## src/rtl/cfg_write_arbiter.sv

```systemverilog
// Round-robin write arbiter for the five PWM configuration registers, with an optional
// shadow bank committed atomically to the active outputs (enabled by macro CFG_SHADOW_EN).
module cfg_write_arbiter #(
    parameter int DW = 8,
    parameter int AW = 7
) (
    input  logic          clk,
    input  logic          rst_n,
    input  logic          a_valid,
    input  logic [AW-1:0] a_addr,
    input  logic [DW-1:0] a_data,
    output logic          a_ready,
    input  logic          b_valid,
    input  logic [AW-1:0] b_addr,
    input  logic [DW-1:0] b_data,
    output logic          b_ready,
    input  logic          commit,
    output logic [DW-1:0] reg1,
    output logic [DW-1:0] reg2,
    output logic [DW-1:0] reg3,
    output logic [DW-1:0] reg4,
    output logic [DW-1:0] reg5,
    output logic          pending,
    output logic          err
);

    localparam int NREG = 5;

    typedef enum logic {IDLE, ACCEPT} state_t;

    state_t        state, state_nxt;
    logic          last_b;
    logic          grant_a, grant_b;
    logic          wr_en, wr_hit;
    logic [AW-1:0] wr_addr;
    logic [DW-1:0] wr_data;
    logic [DW-1:0] active [NREG];

    function automatic logic addr_in_range(input logic [AW-1:0] addr);
        return addr < AW'(NREG);
    endfunction

    always_ff @(posedge clk or negedge rst_n) begin
        if (!rst_n) state <= IDLE;
        else        state <= state_nxt;
    end

    // On a tie the requester that was not granted last wins
    always_comb begin
        state_nxt = state;
        grant_a   = 1'b0;
        grant_b   = 1'b0;
        case (state)
            IDLE: begin
                if (a_valid || b_valid) begin
                    if (a_valid && (!b_valid || last_b)) grant_a = 1'b1;
                    else                                 grant_b = 1'b1;
                    state_nxt = ACCEPT;
                end
            end
            ACCEPT:  state_nxt = IDLE;
            default: state_nxt = IDLE;
        endcase
        wr_en   = grant_a || grant_b;
        wr_addr = grant_a ? a_addr : b_addr;
        wr_data = grant_a ? a_data : b_data;
        wr_hit  = wr_en && addr_in_range(wr_addr);
    end

    always_ff @(posedge clk or negedge rst_n) begin
        if (!rst_n) begin
            a_ready <= 1'b0;
            b_ready <= 1'b0;
            err     <= 1'b0;
            last_b  <= 1'b1;
        end else begin
            a_ready <= grant_a;
            b_ready <= grant_b;
            err     <= wr_en && !wr_hit;
            if (wr_en) last_b <= grant_b;
        end
    end

`ifdef CFG_SHADOW_EN
    logic [DW-1:0] shadow [NREG];

    // Active copies the pre-write shadow, so a same-edge write stays pending
    always_ff @(posedge clk or negedge rst_n) begin
        if (!rst_n) begin
            for (int i = 0; i < NREG; i++) begin
                shadow[i] <= '0;
                active[i] <= '0;
            end
            pending <= 1'b0;
        end else begin
            for (int i = 0; i < NREG; i++) begin
                if (commit) active[i] <= shadow[i];
                if (wr_hit && wr_addr == AW'(i)) shadow[i] <= wr_data;
            end
            if (wr_hit)      pending <= 1'b1;
            else if (commit) pending <= 1'b0;
        end
    end
`else
    logic unused_commit;
    assign unused_commit = commit;
    assign pending       = 1'b0;

    always_ff @(posedge clk or negedge rst_n) begin
        if (!rst_n) begin
            for (int i = 0; i < NREG; i++) active[i] <= '0;
        end else begin
            for (int i = 0; i < NREG; i++) begin
                if (wr_hit && wr_addr == AW'(i)) active[i] <= wr_data;
            end
        end
    end
`endif

    assign reg1 = active[0];
    assign reg2 = active[1];
    assign reg3 = active[2];
    assign reg4 = active[3];
    assign reg5 = active[4];

endmodule

```

## config.mk

```make
export PLATFORM = sky130hd
export DESIGN_NAME = cfg_write_arbiter
export DESIGN_NICKNAME = d
export VERILOG_FILES = /design/src/rtl/cfg_write_arbiter.sv
export SDC_FILE = /design/constraint.sdc
export NUM_CORES = 1
export LEC_CHECK = 0
export CAP_MARGIN = 40
export CORE_ASPECT_RATIO = 1.1
export CORE_UTILIZATION = 46
export CTS_CLUSTER_DIAMETER = 40
export DETAILED_ROUTE_END_ITERATION = 10
export PLACE_DENSITY_LB_ADDON = 0.3
export RECOVER_POWER = 25
export SETUP_SLACK_MARGIN = 0.02
export SLEW_MARGIN = 40
export SYNTH_ARGS = -nofsm -noshare
export SYNTH_HDL_FRONTEND = slang
export SYNTH_SLANG_ARGS = --single-unit
```

## constraint.sdc

```tcl
create_clock -name clk -period 5.1 [get_ports clk]
set_clock_uncertainty 0.1 [all_clocks]
set_input_delay 1.02 -clock clk [delete_from_list [all_inputs] [get_ports clk]]
set_output_delay 1.02 -clock clk [all_outputs]
set_load 0.02 [all_outputs]
```

* Word level (Yosys, flattened, before mapping)
Cells that the tools add are included.
** Word-level totals
- Bits in registers :: 45
- Input port bits :: 35
- Output and inout port bits :: 44
- Word-level logic and storage cells :: 40
** Cells by class
- Magnitude comparators :: 1
- Equality and inequality tests :: 4
- Muxes and demuxes :: 10
- Bitwise operators :: 1
- Reduce and logical (&&, ||, !) cells :: 14
** Operator list (number)
- 7-bit by 2-bit == test with 1-bit output, second input constant :: 2
- 1-bit logical AND :: 8
- 8-bit two-way mux :: 1
- 7-bit by 1-bit == test with 1-bit output, second input constant :: 1
- 7-bit by 3-bit == test with 1-bit output, second input constant :: 1
- 7-bit zero test :: 1
- 7-bit by 3-bit < comparator with 1-bit output, second input constant :: 1
- 1-bit two-way mux :: 7
- 7-bit two-way mux :: 1
- 1-bit logical OR :: 3
- 1-bit zero test :: 2
- 1-bit case mux with 2 select lines :: 1
- 1-bit inverter :: 1

* Depth between registers and ports, before layout
- Depth in word-level cells :: 11
- Gate-level depth with buffers :: 7

* Least setup slack after synthesis
OpenSTA, ideal clock, no wires.
- Path kind :: input to register
- From :: input port a_addr[6]
- To :: register active (netlist bit reg2[0])
- Library setup time :: 125 ps
- Arrival :: 2570 ps
- Required time :: 4875 ps
- Setup slack :: 2305 ps
- Stages on the path :: 6
- Path buffers :: 1
- Path through :: nor4_2 nand3_1 a221oi_2 or3b_1 buf_6 mux2_4
** Between the ends
- Word-level cells in the longest chain between the ends :: 4
- Elaborated cells between the ends (all ways) :: 5
- Those cells by class :: order compare (1); eq/ne (1); mux (1); reduce/logical (2)
** RTL lines
- from (decl) :: RTL line 10 : input logic [AW-1:0] a_addr,
- 7-bit two-way mux * :: RTL line 65 : wr_addr = grant_a ? a_addr : b_addr;
- 7-bit by 3-bit < comparator with 1-bit output :: RTL line 40 : return addr < AW'(NREG);
- 1-bit logical AND :: RTL line 67 : wr_hit = wr_en && addr_in_range(wr_addr);
- 1-bit logical AND * :: RTL line 114 : if (wr_hit && wr_addr == AW'(i)) active[i] <= wr_data;
- to (signal, indexed assignment) :: RTL line 114
- to (decl) :: RTL line 37 : logic [DW-1:0] active [NREG];
Mark *: on every way between the ends. The rest lies on a longest branch, timed or not.
A chain may end at the register's enable or synchronous reset.

* Worst setup path in the final report
- From :: input port a_valid
- To :: register active (netlist bit reg2[3])
** Between the ends
- Word-level cells in the longest chain between the ends :: 8
- Elaborated cells between the ends (all ways) :: 15
- Those cells by class :: order compare (1); eq/ne (1); mux (8); reduce/logical (5)
** RTL lines
- from (decl) :: RTL line 9 : input logic a_valid,
- 1-bit logical AND :: RTL line 56 : if (a_valid && (!b_valid || last_b)) grant_a = 1'b1;
- 1-bit two-way mux :: RTL line 56
- 1-bit two-way mux :: RTL line 55 : if (a_valid || b_valid) begin
- 1-bit two-way mux :: RTL line 53 : case (state)
- 7-bit two-way mux :: RTL line 65
- 7-bit by 3-bit < comparator with 1-bit output :: RTL line 40
- 1-bit logical AND :: RTL line 67
- 1-bit logical AND :: RTL line 114
Parallel ways exist; a longest one is shown, timed or not.

==> run metrics <==
Worst Tran Pin Value 2.32 ns; routed vias 1,458; CP Max Fanout 15; Layout Cells excl Fill about 280; Max VDD drop between 0.0002 and 0.00025 V; static leakage 1.35 nW; Max Root-Sink Buffers 2; ANT nets after route 0; FILL cells a little under 300; post-CTS sizing 0; Overall Global Routing Usage between 20% and 30%; DRC 0; Setup crit start kind input port; vias in the first global route 1,496; commonest non-fill, non-tap cell in the layout clkdlybuf4s50_1; die area 0.00461 mm²; CTS tree done; core area just over 0.004 mm²; row cnt 24; I/O pins 79; NetSw roughly 250 µW; status finished with violations; Clock transition at path regs 0.07 ns; Worst Path Required around 5.2 ns; P_int approximately 630 µW; Synth Instances around 150; Max-Cap Viols 1; final setup vio count 0; count of cell types in the netlist 31; Inserted Diodes 0; TNS Setup 0 ns; CP endpoint kind register; post-cts hold buffer count 0; largest net degree at the start of global routing 46; Clock Power Share 24.8%; top cells by area, synth dfrtp_1 55%, mux2_2 19%, mux2_4 6.0%; 1st-pass router iterations 4; wire per inst approximately 16 µm; Slew headroom -54.6%; Overflow after GRT 0; Placed Area between 0.002 and 0.003 mm²; DRT Wirelength approximately 4600 µm; critical path class in2reg; Fin Hold WS ~0.41 ns; share of the synthesized area in the top cell type 55.1%; Final Cycle Share about 72%; hpwl dp approximately 3200 µm; placed cell count around 280; combinational power share about 28%; fmax approximately 270 MHz; I/O Buffers 76; Design Area, Final approximately 0.0029 mm²; DRT iter0 DRCs 34; Die Height 71.1 µm; Tmin final ~3.7 ns; share of post-route cells with drive strength above 1 between 20% and 30%; CTS root buffer clkbuf_8; Chip Width around 65 µm; Mapped Area roughly 0.0020 mm²; Layout area overhead 44.7%; Post-CTS Setup Bufs 0; initial antenna violation count 0; Avg Cell Area, Syn roughly 13 µm²; Net Sw Frac about 29%; RSZ-0062 raised after global routing no; multi-input combinational cell area 838 µm²; # H-tree levels 2; post-synth top area cell dfrtp_1; Critical Path AT around 3.8 ns; register area 0.00113 mm²; latest clock arrival within the worst-skew pair roughly 0.30 ns; failing checks max-capacitance violations, max-slew violations; clock tree sinks 45; GPL Wtd Cong between 0.7 and 0.8; Net Count, Synth 186; first-pass GRT wire length 7380 µm; CTS Buf Count 5; Final nets between 200 and 300; part of the power in registers between 40% and 50%; YS warnings 0; sequential fraction of the synthesis area about 56%; final number of hold-violating endpoints 0; Final Max Slew Viols 46; Hold Path Class reg2reg; flop and latch count out of synthesis 45; initial core utilization about half; most frequent cells in the layout 75 x clkdlybuf4s50_1, 44 x dfrtp_1, 33 x mux2_2, 27 x nand2_1, 8 x mux2_4; routed vias/inst between 5 and 6; Pwr Density between 300 and 400 mW/mm²
worst paths after layout:
check	from	endpoint	slack, ns	cells after the start
setup reg to reg	last_b	reg2[3]	2.17	7
setup / recovery	a_valid	reg2[3]	1.42	8
hold / removal	reg5[2]	reg5[2]	0.41	1
hold reg to reg	reg5[2]	reg5[2]	0.41	1
max in group asynchronous	rst_n	reg4[1]	2.26	1
min in group asynchronous	rst_n	reg2[4]	1.31	1
power groups by stage:
stage | Combinational [mW] | Sequential (mW) | Clock, mW
5_1_grt | 0.262 | 0.426 | 0.241
4_1_cts | 0.247 | 0.421 | 0.226
3_3_place_gp | 0.243 | 0.427 | 0
2_1_floorplan | 0.0730 | 0.471 | 0
6_report | 0.245 | 0.421 | 0.219
3_5_place_dp | 0.246 | 0.427 | 0
kinds of logic after synthesis:
kind of cell    Yosys count  synth area share (%)
mux                      42                  25.1
compound gates            9                  3.51
simple gates             47                  12.8
flops                    45                  56.5
other cells               1                 0.188
buf+inv                   7                  1.88
Yosys cell counts:
cell type,count
nor2b_1,2
o211ai_2,1
nor3b_2,1
nand2b_1,2
nand3b_1,4
a221oi_2,1
buf_6,1
buf_4,1
or3b_1,1
nand2_1,27
clkbuf_1,2
nand3_1,2
inv_2,1
a21oi_1,3
o21ai_0,2
mux2i_1,1
conb_1,1
nor4_2,1
nor3_1,2
mux2_2,33
dfrtp_1,44
inv_1,2
dfstp_2,1
nor2b_2,1
mux2_4,8
nor2_1,1
nor4_4,1
or3_1,1
o311ai_0,1
o21ai_2,1
nand4_1,1
critical path: stages:
cell	delay, ns
clkdlybuf4s50_1	0.53
nor2b_2	0.23
nand2_1	0.07
buf_4	0.19
inv_2	0.26
mux2_2	0.41
or3b_1	0.65
mux2_4	0.39
layer usage:
layer,vias up,share of wire [%],track usage [%]
li1,688,-,-
met1,709,45,27.6
met2,52,46,34.7
met3,9,6.7,6.77
met4,0,1.9,7.16
met5,-,0,0
final cells by class:
| type | count | area share (%) |
|---|---|---|
| timing repair buffer | 77 | 26.4 |
| multi-input combinational | 99 | 29.0 |
| clock buffer | 7 | 2.99 |
| tap | 52 | 2.25 |
| sequential | 45 | 39.0 |
| inverter | 3 | 0.390 |
registers in the layout, indices dropped and copies added, names as in the netlist:
register	cells
reg3	8
reg2	8
reg1	8
reg5	8
b_ready	1
state	1
err	1
a_ready	1
reg4	8
last_b	1
per-stage QoR:
stage               worst slack, ns  util [%]  power [mW]
floorplan                      2.30         -       0.544
global route                   1.30      71.3       0.929
global placement               1.12      69.0       0.669
CTS                            1.42      71.2       0.894
finish                         1.42      71.3       0.885
detailed placement             1.11      69.1       0.674
Power figures use the tool's default switching activity.
